File: src/rtl/rv32_decode_stage.sv
// RV32I decode stage: field split, format class, immediate and usage flags, behind a 2-entry skid buffer.
// Optional illegal-instruction check is built when RV32_DECODE_ILLEGAL_CHECK_EN is defined.
//
//   state | meaning
//   EMPTY | M and S empty, in_ready=1, out_valid=0
//   ONE   | M holds the presented instruction, S empty
//   TWO   | M presented, S holds the next one, in_ready=0
module rv32_decode_stage #(
  parameter int XLEN = 32,
  parameter int PC_W = 32
) (
  input  logic            clk,
  input  logic            rst_n,
  input  logic            flush,
  input  logic            in_valid,
  output logic            in_ready,
  input  logic [31:0]     in_instr,
  input  logic [PC_W-1:0] in_pc,
  output logic            out_valid,
  input  logic            out_ready,
  output logic [PC_W-1:0] out_pc,
  output logic [4:0]      out_rs1,
  output logic [4:0]      out_rs2,
  output logic [4:0]      out_rd,
  output logic [2:0]      out_funct3,
  output logic [6:0]      out_funct7,
  output logic [6:0]      out_opcode,
  output logic [2:0]      out_fmt,
  output logic [XLEN-1:0] out_imm,
  output logic            out_rs1_used,
  output logic            out_rs2_used,
  output logic            out_rd_we,
  output logic            out_illegal
);

  localparam logic [2:0] FMT_R   = 3'd0;
  localparam logic [2:0] FMT_I   = 3'd1;
  localparam logic [2:0] FMT_S   = 3'd2;
  localparam logic [2:0] FMT_B   = 3'd3;
  localparam logic [2:0] FMT_U   = 3'd4;
  localparam logic [2:0] FMT_J   = 3'd5;
  localparam logic [2:0] FMT_INV = 3'd7;

  typedef struct packed {
    logic [PC_W-1:0] pc;
    logic [4:0]      rs1;
    logic [4:0]      rs2;
    logic [4:0]      rd;
    logic [2:0]      funct3;
    logic [6:0]      funct7;
    logic [6:0]      opcode;
    logic [2:0]      fmt;
    logic [XLEN-1:0] imm;
    logic            rs1_used;
    logic            rs2_used;
    logic            rd_we;
    logic            illegal;
  } dec_t;

  typedef enum logic [1:0] {
    ST_EMPTY = 2'd0,
    ST_ONE   = 2'd1,
    ST_TWO   = 2'd2
  } state_t;

  state_t      state_q, state_d;
  dec_t        m_q, m_d, s_q, s_d;
  dec_t        dec_in;
  logic        in_ready_q, in_ready_d;
  logic        out_valid_q, out_valid_d;
  logic [31:0] imm32;
  logic        accept, drain;

  always_comb begin
    dec_in        = '0;
    imm32         = '0;
    dec_in.pc     = in_pc;
    dec_in.opcode = in_instr[6:0];
    dec_in.rd     = in_instr[11:7];
    dec_in.funct3 = in_instr[14:12];
    dec_in.rs1    = in_instr[19:15];
    dec_in.rs2    = in_instr[24:20];
    dec_in.funct7 = in_instr[31:25];

    case (in_instr[6:0])
      7'b0110011:                                     dec_in.fmt = FMT_R;
      7'b0010011, 7'b0000011, 7'b1100111,
      7'b0001111, 7'b1110011:                         dec_in.fmt = FMT_I;
      7'b0100011:                                     dec_in.fmt = FMT_S;
      7'b1100011:                                     dec_in.fmt = FMT_B;
      7'b0110111, 7'b0010111:                         dec_in.fmt = FMT_U;
      7'b1101111:                                     dec_in.fmt = FMT_J;
      default:                                        dec_in.fmt = FMT_INV;
    endcase

    case (dec_in.fmt)
      FMT_I:   imm32 = {{20{in_instr[31]}}, in_instr[31:20]};
      FMT_S:   imm32 = {{20{in_instr[31]}}, in_instr[31:25], in_instr[11:7]};
      FMT_B:   imm32 = {{19{in_instr[31]}}, in_instr[31], in_instr[7],
                        in_instr[30:25], in_instr[11:8], 1'b0};
      FMT_U:   imm32 = {in_instr[31:12], 12'b0};
      FMT_J:   imm32 = {{11{in_instr[31]}}, in_instr[31], in_instr[19:12],
                        in_instr[20], in_instr[30:21], 1'b0};
      default: imm32 = '0;
    endcase
    // Signed cast makes the widening replicate instr[31] for XLEN=64.
    dec_in.imm = XLEN'($signed(imm32));

    dec_in.rs1_used = (dec_in.fmt == FMT_R) || (dec_in.fmt == FMT_I) ||
                      (dec_in.fmt == FMT_S) || (dec_in.fmt == FMT_B);
    dec_in.rs2_used = (dec_in.fmt == FMT_R) || (dec_in.fmt == FMT_S) ||
                      (dec_in.fmt == FMT_B);
    dec_in.rd_we    = ((dec_in.fmt == FMT_R) || (dec_in.fmt == FMT_I) ||
                       (dec_in.fmt == FMT_U) || (dec_in.fmt == FMT_J)) &&
                      (dec_in.rd != 5'd0);

`ifdef RV32_DECODE_ILLEGAL_CHECK_EN
    dec_in.illegal =
        (in_instr[1:0] != 2'b11) ||
        (dec_in.fmt == FMT_INV) ||
        ((dec_in.opcode == 7'b0110011) &&
         (dec_in.funct7 != 7'b0000000) && (dec_in.funct7 != 7'b0100000)) ||
        ((dec_in.opcode == 7'b0110011) && (dec_in.funct7 == 7'b0100000) &&
         (dec_in.funct3 != 3'b000) && (dec_in.funct3 != 3'b101)) ||
        ((dec_in.opcode == 7'b0010011) && (dec_in.funct3 == 3'b001) &&
         (dec_in.funct7 != 7'b0000000)) ||
        ((dec_in.opcode == 7'b0010011) && (dec_in.funct3 == 3'b101) &&
         (dec_in.funct7 != 7'b0000000) && (dec_in.funct7 != 7'b0100000));
    if (dec_in.illegal) dec_in.rd_we = 1'b0;
`else
    dec_in.illegal = 1'b0;
`endif
  end

  assign accept = in_valid & in_ready_q;
  assign drain  = out_valid_q & out_ready;

  always_comb begin
    state_d = state_q;
    m_d     = m_q;
    s_d     = s_q;
    if (flush) begin
      state_d = ST_EMPTY;
    end else begin
      case (state_q)
        ST_EMPTY: begin
          if (accept) begin
            state_d = ST_ONE;
            m_d     = dec_in;
          end
        end
        ST_ONE: begin
          if (accept && drain) begin
            m_d = dec_in;
          end else if (accept) begin
            state_d = ST_TWO;
            s_d     = dec_in;
          end else if (drain) begin
            state_d = ST_EMPTY;
          end
        end
        ST_TWO: begin
          if (drain) begin
            state_d = ST_ONE;
            m_d     = s_q;
          end
        end
        default: state_d = ST_EMPTY;
      endcase
    end
    in_ready_d  = (state_d != ST_TWO);
    out_valid_d = (state_d != ST_EMPTY);
  end

  always_ff @(posedge clk or negedge rst_n) begin
    if (!rst_n) begin
      state_q     <= ST_EMPTY;
      m_q         <= '0;
      s_q         <= '0;
      in_ready_q  <= 1'b1;
      out_valid_q <= 1'b0;
    end else begin
      state_q     <= state_d;
      m_q         <= m_d;
      s_q         <= s_d;
      in_ready_q  <= in_ready_d;
      out_valid_q <= out_valid_d;
    end
  end

  assign in_ready     = in_ready_q;
  assign out_valid    = out_valid_q;
  assign out_pc       = m_q.pc;
  assign out_rs1      = m_q.rs1;
  assign out_rs2      = m_q.rs2;
  assign out_rd       = m_q.rd;
  assign out_funct3   = m_q.funct3;
  assign out_funct7   = m_q.funct7;
  assign out_opcode   = m_q.opcode;
  assign out_fmt      = m_q.fmt;
  assign out_imm      = m_q.imm;
  assign out_rs1_used = m_q.rs1_used;
  assign out_rs2_used = m_q.rs2_used;
  assign out_rd_we    = m_q.rd_we;
  assign out_illegal  = m_q.illegal;

endmodule

File: config.mk
export PLATFORM = sky130hd
export DESIGN_NAME = rv32_decode_stage
export DESIGN_NICKNAME = d
export VERILOG_FILES = /design/src/rtl/rv32_decode_stage.sv
export SDC_FILE = /design/constraint.sdc
export NUM_CORES = 1
export LEC_CHECK = 0
export BUFFER_PORTS_ARGS = -buffer_cell sky130_fd_sc_hd__buf_2
export CAP_MARGIN = 40
export CORE_ASPECT_RATIO = 1.2
export CORE_MARGIN = 4
export CORE_UTILIZATION = 55
export CTS_CLUSTER_DIAMETER = 100
export DETAILED_ROUTE_END_ITERATION = 10
export PLACE_DENSITY = 0.79
export SYNTH_ARGS = -nofsm -noshare
export SYNTH_HDL_FRONTEND = slang
export SYNTH_SLANG_ARGS = --single-unit
export TNS_END_PERCENT = 10
File: constraint.sdc
create_clock -name clk -period 2.3 [get_ports clk]
set_clock_uncertainty 0.1 [all_clocks]
set_input_delay 0.46 -clock clk [delete_from_list [all_inputs] [get_ports clk]]
set_output_delay 0.46 -clock clk [all_outputs]
set_load 0.02 [all_outputs]
Word-level counts from Yosys, hierarchy flattened
Index checks and enable logic that the tools add are counted.

Flip-flop bits (word level): 209. Bits of input ports: 69. Output and inout port bits: 105. Logic and storage cells: 85.

Eq/ne operators: 22. Multiplexer cells: 13. Bitwise operators: 4. Reduce and logical (&&, ||, !) cells: 18.

Operator list (count): 103-bit two-way mux (3); 103-bit case mux with 3 select lines (1); 32-bit case mux with 5 select lines (1); 7-bit == test, second input constant (4); 7-bit by 6-bit == test with 1-bit output, second input constant (3); 3-bit case mux with 6 select lines (1); 7-bit by 5-bit == test with 1-bit output, second input constant (2); 2-bit two-way mux (6); 2-bit != test, second input constant (4); 7-bit by 2-bit == test with 1-bit output, second input constant (1); 7-bit by 4-bit == test with 1-bit output, second input constant (1); 1-bit logical OR (7); 3-bit by 2-bit == test with 1-bit output, second input constant (2); 3-bit == test, second input constant (2); 2-bit case mux with 3 select lines (1); 5-bit AND reduction (1); 5-bit nonzero test (1); 5-bit OR reduction (1); 4-bit AND reduction (1); 3-bit by 1-bit == test with 1-bit output, second input constant (1); 3-bit zero test (1); 3-bit nonzero test (1); 1-bit bitwise AND (2); 2-bit by 1-bit == test with 1-bit output, second input constant (1); other kinds (6) (8).

Logic depth before layout (Yosys ltp)
Gate-level depths: netlist of the first run.

Depth after elaboration: 10. Mapped depth: 11. Gate-level depth less buffers: 9.

Worst setup path after synthesis of the first run
Ideal clock, no wire load.

Path type: in2reg. Start: input port in_instr[3]. End: register m_q, in the netlist out_rs2_used. Library setup time: 126 ps. Arrival time: 2963 ps. Data required time: 2074 ps. Slack: -889 ps. Cell stages on the path: 10. Buffers on the path: 2. Cell sequence: buf_6 -> or3b_1 -> a21oi_2 -> clkbuf_1 -> inv_1 -> ha_1 -> or3b_2 -> o211ai_2 -> a211oi_2 -> a221o_1.

Cells in the longest elaborated chain, start to end: 8. Elaborated cells between the ends (all ways): 22. Classes of those cells: eq/ne (13); mux (4); reduce/logical (5).

RTL lines: start, declared (line 17) `input logic [31:0] in_instr,`; 7-bit by 5-bit == test with 1-bit output (tied with other cells) (line 85) `case (in_instr[6:0])`; 5-bit OR reduction or 2-bit OR reduction (tied branches) (line 85); 3-bit case mux with 6 select lines * (line 85); 3-bit by 2-bit == test with 1-bit output or 3-bit zero test (tied branches) (line 111) `dec_in.rs2_used = (dec_in.fmt == FMT_R) || (dec_in.fmt == FMT_S) ||`; 1-bit logical OR (line 111); 1-bit logical OR * (line 111); 103-bit two-way mux (on tied branches) (line 153, 147); 103-bit case mux with 3 select lines * (line 145) `case (state_q)`; end signal, assigned (line 184) `m_q <= m_d;`; end, declared (line 67) `dec_t m_q, m_d, s_q, s_d;`.

Every way passes the cells marked *; elsewhere a longest branch is shown, timed or not. The select of a mux whose other input is x is not followed. A chain may end at the register's enable or synchronous reset.

Worst setup path after layout of the first run
Start: input port in_instr[6]. End: register m_q, in the netlist out_imm[25].

Cells in the longest elaborated chain, start to end: 7. Elaborated cells between the ends (all ways): 23. Classes of those cells: eq/ne (16); mux (5); reduce/logical (2).

RTL lines: 7-bit by 5-bit == test with 1-bit output (tied with other cells) (line 85); 5-bit OR reduction or 2-bit OR reduction (tied branches) (line 85); 3-bit case mux with 6 select lines * (line 85); 3-bit == test (tied with other cells) (line 96) `case (dec_in.fmt)`; 32-bit case mux with 5 select lines * (line 96); 103-bit two-way mux (on tied branches) (line 153, 147); 103-bit case mux with 3 select lines * (line 145).

Marks and branches as above.

==> run_results.csv, run 1 <==
group,metric,value,unit
synthesis,async_reset_ff_share,100,%
detailed_routing,wl_per_cell,17.6,um
worst_setup_path,r2r_slack,0.18,ns
clocking,post-cts-setup-buffers,0,
timing,rsz0062_at_grt,"no",
synthesis,ys_warn_count,0,
timing,finalCriticalPeriod,2.20,ns
placed_design,io_buffer_count,172,
worst_setup_path,start_kind,"primary input",
placed_design,pre_cts_slack,-0.414,ns
final_layout,drive_above_1_share,25.2,%
floorplanning,dieArea,19000,um2
clocking,cts_tree,"yes",
worst_setup_path,crit_chain,"buf_2 > or3b_1 > a21oi_2 > inv_4 > ha_4 > buf_4 > a31oi_1 > a2bb2oi_1 > buf_6 > nand3_1 > a211oi_2",
grt,grt-ovfl-total,0,
worst_setup_path,slowest_stage,"or3b_1",
worst_setup_path,crit_required,2.60,ns
worst_setup_path,cp_data_arrival_time,2.50,ns
power_and_ir_drop,power_frac_seq,45.5,%
clocking,cts_htree_levels,1,
min_path,hold_path.class,"primary input to flip-flop",
final_layout,area_growth,23.5,%
synthesis,synth_cell_type_count,65,
power_and_ir_drop,power.total,11.9,mW
worst_setup_path,path_class,"primary input to flip-flop",
clocking,cts_max_path_buffers,3,
detailed_routing,viasPerCell,5.70,
synthesis,syn-num-nets,1099,
synthesis,netlist_instances,1029,
power_and_ir_drop,intPower,7.94,mW
synthesis,yosysTopAreaCellShare,56.0,%
placed_design,dp_hpwl,16700,um
detailed_routing,wl,25200,um
detailed_routing,drtIter0Drc,658,
flow_run,max_cap_violations,0,
detailed_routing,drtAntennaViolNets,0,
detailed_routing,vias,8154,
synthesis,synth.most_common_cell,"nand2_1",
synthesis,syn_area_per_cell,8.98,um2
synthesis,synth_ff_type,"dfrtp_1",
synthesis,synth_edf_count,0,
power_and_ir_drop,combPwrFrac,26.1,%
placed_design,gp_congestion,0.898,
clocking,clock_latency,0.49,ns
grt,grt_max_degree,92,
floorplanning,ios,174,
clocking,cts_inserted_buffers,21,
timing,slew_violations,0,
floorplanning,core-area,16300,um2
timing,max_freq,0.454,GHz
timing,hold_viol,0,
floorplanning,dieWidth,126,um
power_and_ir_drop,p_sw,3.96,mW
power_and_ir_drop,cellPowerDensity,1040,nW/um2
synthesis,ys_seq_area_share,56.3,%
timing,setup_ws,0.0970,ns
power_and_ir_drop,p_leak,5.50,nW
synthesis,synth_area_leader_cell,"dfrtp_1",
detailed_routing,first_pass_iters,5,
synthesis,synthesis.area,9250,um2
grt,grt_pass1_vias,8036,
detailed_routing,drc,0,
grt,grt_pass1_wl,41100,um
worst_setup_path,cp_top_family,"compound AO/OA/AOI/OAI gates",
clocking,root_buffer,"clkbuf_16",
clocking,cts.sinks,208,
run_status,status,"finished clean",
timing,fin_crit_sh,95.8,%
grt,grtUsageTotal,26.3,%
synthesis,synth_common_cells,"348 x nand2_1, 207 x dfrtp_1, 110 x nor2_1",
floorplanning,die_y,150,um
floorplanning,start_util,56.6,%
power_and_ir_drop,p_sw_share,33.3,%
placed_design,place_area,10700,um2
worst_setup_path,worstPathMaxFanout,13,
worst_setup_path,path_buf_inv,4,
floorplanning,rows,51,
synthesis,ys_seq_elements,208,
grt,antenna_found_initial,4,
power_and_ir_drop,clock_power_share,28.4,%
worst_setup_path,slowest_delay,0.40,ns
final_layout,fin_nets,1275,
clocking,clk_pin_slew,0.06,ns
synthesis,synthTopCellsByArea,"dfrtp_1 56%, nand2_1 14%, a31oi_1 5.4%",
power_and_ir_drop,worst_ir_drop_vdd,0.683,mV
worst_setup_path,end_kind,"flip-flop",
final_layout,fin_area,11400,um2
timing,setup_viol,0,
metal layers:
layer / GRT usage [%] / vias to the layer above / share of wire, %
met4: 7.94 / 4 / 2.4
met2: 43.1 / 300 / 49
li1: - / 3842 / -
met5: 0 / - / 0.11
met1: 36.4 / 3962 / 41
met3: 4.39 / 46 / 7.4
stage by stage:
step | utilization, % | setup TNS (ns) | std cells | hold WS, ns
3_5_place_dp | 65.6 | -21.01 | 1393 | 0.298
4_1_cts | 69.7 | 0 | 1429 | 0.0684
5_1_grt | 69.9 | 0 | 1431 | 0.0831
3_3_place_gp | 65.6 | -17.25 | 1393 | 0.297
2_1_floorplan | - | -23.13 | 1029 | 0.0644
6_report | 69.9 | 0 | 1431 | 0.0809
final timing paths:
path	start	to	cells after the start
setup / recovery	in_instr[6]	out_imm[25]$_DFFE_PN0P_	11
hold / removal	in_pc[7]	s_q[78]$_DFFE_PN0P_	3
setup reg to reg	in_ready$_DFF_PN1_	out_pc[11]$_DFFE_PN0P_	7
hold reg to reg	s_q[88]$_DFFE_PN0P_	s_q[88]$_DFFE_PN0P_	2
max in group asynchronous	rst_n	in_ready$_DFF_PN1_	3
min in group asynchronous	rst_n	s_q[26]$_DFFE_PN0P_	2
power by group through the flow:
stage | clock (mW) | combinational, mW | sequential [mW]
floorplan | 0 | 1.33 | 5.99
global placement | 0 | 3.02 | 5.42
detailed placement | 0 | 3.12 | 5.45
CTS | 3.43 | 3.14 | 5.40
global route | 3.58 | 3.44 | 5.55
finish | 3.37 | 3.11 | 5.41
cell usage in the layout (no fill, tap or decap), types with 3 or more instances in the layout:
cell	netlist	layout
o21ai_1	16	16
o311a_2	3	3
dfrtp_1	207	207
clkinv_2	0	5
clkbuf_1	50	4
a221o_1	8	8
a31oi_1	80	80
a211oi_2	12	13
o21ai_0	11	11
clkbuf_16	0	21
a22o_1	7	7
inv_1	5	4
nand3_1	16	14
and2_1	5	4
nand3_2	1	3
o22ai_1	12	12
buf_12	0	15
nand2_1	348	347
a21oi_1	33	32
and3_1	12	12
nand3b_1	4	4
buf_2	17	171
nor3_1	13	13
buf_4	3	40
clkbuf_8	0	4
o211ai_1	4	4
nor2_1	110	110
what timing repair did:
item | 4_1_cts | 5_1_grt
endpoints found under the setup margin | 0 | 6
resized for setup | 0 | 4
hold endpoints to repair | 31 | 0
hold buffers | 1 | 0
cell type report:
| cell class | count | area (um2) |
|---|---|---|
| Sequential cell | 208 | 5210 |
| Fill cell | 1281 | 4920 |
| Multi-Input combinational cell | 739 | 3750 |
| Timing Repair Buffer | 229 | 1490 |
| Clock buffer | 28 | 582 |
| Tap cell | 212 | 265 |
| Clock inverter | 7 | 87.6 |
| Inverter | 6 | 26.3 |
| Antenna cell | 2 | 5.00 |
cells by family (layout without fill, tap and decap cells):
group | after synthesis | count (layout) | share of synthesized area [%]
simple gates | 525 | 525 | 23.3
compound gates | 209 | 209 | 16.0
flops | 208 | 208 | 56.3
xor+xnor | 1 | 1 | 0.0948
other cells | 1 | 3 | 0.0406
buf+inv | 82 | 270 | 3.92
fa+ha+maj | 1 | 1 | 0.135
mux | 2 | 2 | 0.244
sequential cells by signal, indices dropped and copies added, names as in the netlist:
signal and flops:
out_opcode 7, out_rs2_used 1, out_funct3 3, out_valid 1, out_pc 32, in_ready 1
out_rs2 5, out_funct7 7, out_rd_we 1, out_rd 5, out_fmt 3, out_rs1_used 1
state_q 2, out_rs1 5, s_q 102, out_imm 32
worst min-delay path, delay by kind of cell:
kind | cells | cell delay (ns)
and+or+nand+nor | 2 | 0.09
buffers and inverters | 1 | 0.08
Note: power is estimated with default switching activity, not from simulation.
==> inputs of run 2 (changes only) <==
--- a/config.mk
+++ b/config.mk
@@ -7,12 +7,15 @@
 export LEC_CHECK = 0
 export BUFFER_PORTS_ARGS = -buffer_cell sky130_fd_sc_hd__buf_2
 export CAP_MARGIN = 40
+export CELL_PAD_IN_SITES_DETAIL_PLACEMENT = 0
+export CELL_PAD_IN_SITES_GLOBAL_PLACEMENT = 1
 export CORE_ASPECT_RATIO = 1.2
 export CORE_MARGIN = 4
-export CORE_UTILIZATION = 55
+export CORE_UTILIZATION = 42
 export CTS_CLUSTER_DIAMETER = 100
 export DETAILED_ROUTE_END_ITERATION = 10
-export PLACE_DENSITY = 0.79
+export PLACE_DENSITY_LB_ADDON = 0.1
+export SLEW_MARGIN = 0
 export SYNTH_ARGS = -nofsm -noshare
 export SYNTH_HDL_FRONTEND = slang
 export SYNTH_SLANG_ARGS = --single-unit
==> run 2 against run 1 <==
Core utilization decreased by 16 points. Register-to-register slack about the same. Largest cell class unchanged. Wire length increased by 5.9%. Hold slack got worse by 0.019 ns. Combinational power about the same. Final area increased by 2.0%. Non-clock buffer count increased by 9.
==> run_results.csv, run 2 (synthesis results as in run 1) <==
group,metric,value,unit
run_status,status,"finished clean",
worst_setup_path,path_class,"primary input to flip-flop",
detailed_routing,drc,0,
clocking,cts_htree_levels,1,
worst_setup_path,path_buf_inv,2,
timing,setup-tns-final,0,ns
placed_design,gp_congestion,0.840,
clocking,cts.sinks,208,
detailed_routing,first_pass_iters,5,
floorplanning,ios,174,
placed_design,dp_hpwl,17800,um
timing,fin_crit_sh,94.7,%
detailed_routing,wl,26600,um
timing,slew_violations,0,
grt,grt-ovfl-total,0,
detailed_routing,routed.top_layer,"met5",
flow_run,max_cap_violations,0,
final_layout,seqCellArea,5210,um2
detailed_routing,vias,7884,
floorplanning,dieArea,24500,um2
final_layout,drive_above_1_share,25.9,%
worst_setup_path,slowest_stage,"or4b_4",
timing,setup_viol,0,
placed_design,place_inst,1464,
grt,grt_max_degree,92,
clocking,clock_latency,0.51,ns
worst_setup_path,start_kind,"primary input",
power_and_ir_drop,power.total,12.2,mW
clocking,cts_inserted_buffers,22,
final_layout,regMostFlops,"s_q",
detailed_routing,wl_per_cell,17.7,um
final_layout,multi_input_area,3740,um2
grt,grt_pass1_vias,7858,
final_layout,final_common_cell,"nand2_1",
grt,grt_pass1_wl,42700,um
placed_design,io_buffer_count,172,
final_layout,largest_reg_flops,102,
power_and_ir_drop,p_leak,5.59,nW
power_and_ir_drop,cellPowerDensity,1050,nW/um2
clocking,root_buffer,"clkbuf_16",
worst_setup_path,crit_chain,"buf_2 > or3b_1 > a21oi_2 > inv_4 > ha_4 > or4b_4 > a31oi_4 > a31oi_1 > o22ai_1",
worst_setup_path,slowest_delay,0.49,ns
clocking,clk_pin_slew,0.06,ns
final_layout,fillers,2077,
placed_design,place_area,10900,um2
worst_setup_path,crit_required,2.62,ns
timing,max_freq,0.459,GHz
final_layout,fin_nets,1285,
final_layout,fin_area,11600,um2
timing,hold_viol,0,
clocking,cts_tree,"yes",
floorplanning,dieWidth,143,um
worst_setup_path,cp_data_arrival_time,2.50,ns
final_layout,area_growth,26.0,%
detailed_routing,viasPerCell,5.24,
detailed_routing,drtAntennaViolNets,0,
power_and_ir_drop,worst_ir_drop_vdd,0.630,mV
floorplanning,core-area,21700,um2
worst_setup_path,worstPathMaxFanout,8,
floorplanning,die_y,171,um
detailed_routing,route.met2.wl,12900,um
detailed_routing,drtIter0Drc,382,
detailed_routing,route.met3.wl,1370,um
worst_setup_path,cp_top_family,"simple AND/OR/NAND/NOR gates",
timing,rsz0062_at_grt,"no",
min_path,hold_path.class,"primary input to flip-flop",
grt,grtUsageTotal,21.7,%
final_layout,stdcell_count,1506,
detailed_routing,drt-met1-wl,11900,um
worst_setup_path,end_kind,"flip-flop",
timing,finalCriticalPeriod,2.18,ns
grt,antenna_found_initial,2,
clocking,cts_max_path_buffers,3,
floorplanning,start_util,42.6,%
floorplanning,rows,59,
final_layout,final_cell_mix,"347 x nand2_1, 207 x dfrtp_1, 171 x buf_2",
==> run 2: cell types whose count changed in the layout (fill, tap and decap cells not counted), sizes merged <==
cell and change:
diode -1, clkinv +1, clkbuf +4, clkinvlp -1, buf +10
==> run 2: final timing paths <==
kind | startpoint | end | slack, ns | cells after the start
max | in_instr[3] | out_imm[15]$_DFFE_PN0P_ | 0.12 | 9
min | in_pc[2] | s_q[73]$_DFFE_PN0P_ | 0.06 | 3
max reg2reg | in_ready$_DFF_PN1_ | out_rs2[2]$_DFFE_PN0P_ | 0.19 | 7
min reg2reg | s_q[94]$_DFFE_PN0P_ | s_q[94]$_DFFE_PN0P_ | 0.37 | 2
max in group asynchronous | rst_n | in_ready$_DFF_PN1_ | 1.15 | 3
min in group asynchronous | rst_n | out_pc[2]$_DFFE_PN0P_ | 0.28 | 2
==> run 2: layer usage <==
metal  vias up  GRT usage [%]
li1       3855              -
met1      3815           29.5
met2       178           36.7
met3        34           3.41
met4         2           5.36
met5         -              0
==> run 2: worst register-to-register path, cell delays in order (launching register included) <==
cell and delay [ns]:
dfstp_2 0.54, nand3b_1 0.11, or2_2 0.36, a21oi_4 0.26, buf_12 0.26, buf_4 0.21, nor2_1 0.05, a31oi_1 0.15
==> run 2: area by class of cell <==
cell class	instances	area share (%)
inverter	6	0.226
antenna	1	0.0215
tap	274	2.94
sequential	208	44.7
multi-input combinational	739	32.1
timing repair buffer	238	13.5
clock buffer	33	5.78
clock inverter	7	0.731
==> run 2: what timing repair did <==
item / 4_1_cts / 5_1_grt
endpoints found under the hold margin: 20 / 0
endpoints found under the setup margin: 0 / 4
hold buffers: 1 / 0
setup buffers: 0 / 0
resized for setup: 0 / 1
==> run 2: power by group <==
| group | total (mW) | switching (mW) | internal, mW |
|---|---|---|---|
| Combinational | 3.10 | 1.93 | 1.17 |
| Clock | 3.72 | 1.47 | 2.25 |
| Sequential | 5.40 | 0.605 | 4.79 |
| Total | 12.2 | 4.01 | 8.21 |
==> run 2: through the flow <==
stage / setup WS [ns] / hold slack (ns) / utilization [%]
final: 0.121 / 0.0617 / 53.7
after global routing: 0.0211 / 0.0638 / 53.7
after CTS: 0.0579 / 0.0437 / 53.6
after detailed placement: -0.452 / 0.210 / 50.1
after global placement: -0.365 / 0.209 / 50.1
after floorplan: -0.499 / 0.0644 / -
==> inputs of run 3 (changes only) <==
--- a/config.mk
+++ b/config.mk
@@ -11,7 +11,7 @@
 export CELL_PAD_IN_SITES_GLOBAL_PLACEMENT = 1
 export CORE_ASPECT_RATIO = 1.2
 export CORE_MARGIN = 4
-export CORE_UTILIZATION = 42
+export CORE_UTILIZATION = 45
 export CTS_CLUSTER_DIAMETER = 100
 export DETAILED_ROUTE_END_ITERATION = 10
 export PLACE_DENSITY_LB_ADDON = 0.1
==> constraint.sdc (replaced) <==
create_clock -name clk -period 2.65 [get_ports clk]
set_clock_uncertainty 0.1 [all_clocks]
set_input_delay 0.53 -clock clk [delete_from_list [all_inputs] [get_ports clk]]
set_output_delay 0.53 -clock clk [all_outputs]
set_load 0.02 [all_outputs]
==> run 3 against run 2 <==
Clock power down 20%. First-iteration DRC count up 28%. Register-to-register slack improved by 0.25 ns. Wire length shrank 2.8%. Core utilization grew 2.7 points. Global-route usage up 0.84 points. Sequential share of layout area increased by 0.92 points. Sequential power is 13% lower. Combinational power is 15% lower. Die area down 6.3%. Critical path depth unchanged. Critical path type unchanged. Highest routed layer unchanged.
==> run_results.csv, run 3 (synthesis results as in run 1) <==
group,metric,value,unit
detailed_routing,wl_per_cell,17.4,um
placed_design,place_area,10700,um2
min_path,worstHoldEndpoint,"s_q[73]$_DFFE_PN0P_",
timing,max_freq,0.415,GHz
worst_setup_path,crit_top_cell,"a21oi_1",
worst_setup_path,crit_chain,"buf_2 > or3b_1 > a21oi_2 > inv_4 > ha_4 > nand3b_1 > o211ai_2 > a21oi_1 > a21oi_1",
final_layout,largest_reg_flops,102,
clocking,cts.sinks,208,
floorplanning,core-area,20300,um2
placed_design,pre_cts_slack,-0.302,ns
worst_setup_path,timing.rr.start,"state_q[0]$_DFF_PN0_",
grt,antenna_found_initial,4,
run_status,status,"finished clean",
power_and_ir_drop,worst_ir_drop_vdd,0.534,mV
placed_design,io_buffer_count,172,
worst_setup_path,r2r_slack,0.44,ns
timing,setup_viol,0,
worst_setup_path,cp_top_family,"compound AO/OA/AOI/OAI gates",
min_path,hold_depth,3,
grt,grt_pass1_wl,42300,um
final_layout,final_cell_mix,"347 x nand2_1, 207 x dfrtp_1, 171 x buf_2",
final_layout,final_common_cell,"nand2_1",
worst_setup_path,crit_required,2.91,ns
grt,grt_max_degree,109,
clocking,cts_tree,"yes",
placed_design,dp_hpwl,17300,um
final_layout,regMostFlops,"s_q",
worst_setup_path,path_class,"primary input to flip-flop",
timing,slew_violations,0,
detailed_routing,wl,25900,um
detailed_routing,first_pass_iters,5,
worst_setup_path,start_kind,"primary input",
floorplanning,rows,57,
placed_design,gp_congestion,0.863,
power_and_ir_drop,cellPowerDensity,903,nW/um2
flow_run,max_cap_violations,0,
power_and_ir_drop,p_leak,5.47,nW
clocking,root_buffer,"clkbuf_16",
grt,grt-ovfl-total,0,
worst_setup_path,path_buf_inv,2,
clocking,cts_inserted_buffers,23,
min_path,hold_path.class,"primary input to flip-flop",
worst_setup_path,slowest_delay,0.69,ns
floorplanning,dieArea,22900,um2
detailed_routing,drtAntennaViolNets,0,
floorplanning,start_util,45.6,%
floorplanning,ios,174,
worst_setup_path,worstPathMaxFanout,11,
timing,tightest_slew,0.837,ns
final_layout,fin_nets,1272,
worst_setup_path,slowest_stage,"a21oi_1",
grt,grtUsageTotal,22.6,%
clocking,cts_htree_levels,1,
worst_setup_path,worstSetupStartpoint,"in_instr[6]",
detailed_routing,drc,0,
grt,grt_pass1_vias,7864,
timing,fin_crit_sh,91.0,%
timing,relSlewSlack,44.2,%
timing,rsz0062_at_grt,"no",
worst_setup_path,rr_worst_depth,6,
worst_setup_path,end_kind,"flip-flop",
detailed_routing,drtIter0Drc,488,
worst_setup_path,r2r-end,"out_pc[8]$_DFFE_PN0P_",
floorplanning,die_y,165,um
clocking,clock_latency,0.51,ns
timing,hold_viol,0,
power_and_ir_drop,power.total,10.3,mW
min_path,worstHoldStart,"in_pc[2]",
floorplanning,dieWidth,139,um
detailed_routing,vias,7862,
final_layout,fin_area,11400,um2
clocking,clk_pin_slew,0.06,ns
final_layout,drive_above_1_share,24.5,%
worst_setup_path,cp_data_arrival_time,2.67,ns
final_layout,area_growth,23.4,%
timing,setup_ws,0.238,ns
detailed_routing,viasPerCell,5.29,
timing,finalCriticalPeriod,2.41,ns
clocking,cts_max_path_buffers,3,
## run 3: cell count changes in the layout (fill, tap and decap cells not counted), sizes merged
cell,previous run,this run
diode,1,2
clkinv,6,4
bufinv,2,0
clkbuf,33,37
buf,237,223
inv,5,7
## run 3: power by group
part / switching (mW) / internal [mW]
registers: 0.524 / 4.16
logic: 1.67 / 0.977
clock network: 1.27 / 1.71
## run 3: worst max-delay path by stage
| stage | to | slack, ns | depth (start not counted) |
|---|---|---|---|
| 6_report | s_q[28]$_DFFE_PN0P_ | 0.24 | 9 |
| 2_1_floorplan | out_rs2_used$_DFFE_PN0P_ | -0.22 | 10 |
| 3_5_place_dp | s_q[28]$_DFFE_PN0P_ | -0.30 | 9 |
| 4_1_cts | s_q[28]$_DFFE_PN0P_ | 0.25 | 9 |
| 5_1_grt | s_q[27]$_DFFE_PN0P_ | 0.12 | 9 |
| 3_3_place_gp | s_q[28]$_DFFE_PN0P_ | -0.21 | 9 |
## run 3: worst reg2reg max path: cells and delay by family, from the launching register on
family	cells	cell delay (ns)
AOI/OAI and AO/OA	3	0.66
and+or+nand+nor	2	0.58
DFF	1	0.42
buffers and inverters	1	0.38
## run 3: cell type report
cell class | count | area (um2)
fill | 1878 | 8840
sequential | 208 | 5210
multi-input combinational | 739 | 3740
timing repair buffer | 224 | 1410
clock buffer | 37 | 658
tap | 265 | 332
clock inverter | 5 | 35.0
inverter | 6 | 26.3
antenna | 2 | 5.00
## run 3: per-layer routing
metal,GRT usage (%),part of all wire [%],vias to the layer above
li1,-,-,3820
met1,30.3,43,3797
met2,37.5,49,188
met3,3.82,4.9,53
met4,7.74,3.0,4
met5,0,0.10,-
## run 3: metrics by stage
stage / setup TNS (ns) / hold slack [ns] / utilization (%) / std cells
2_1_floorplan: -4.94 / 0.134 / - / 1029
3_3_place_gp: -3.42 / 0.251 / 52.7 / 1440
3_5_place_dp: -6.99 / 0.253 / 52.8 / 1441
4_1_cts: 0 / 0.107 / 56.3 / 1484
5_1_grt: 0 / 0.129 / 56.3 / 1486
6_report: 0 / 0.123 / 56.3 / 1486
## run 3: timing repair
item / CTS / global route
hold buffers: 1 / 0
buffers inserted: 0 / 0
hold endpoints to repair: 32 / 0
gates resized for setup: 0 / 0
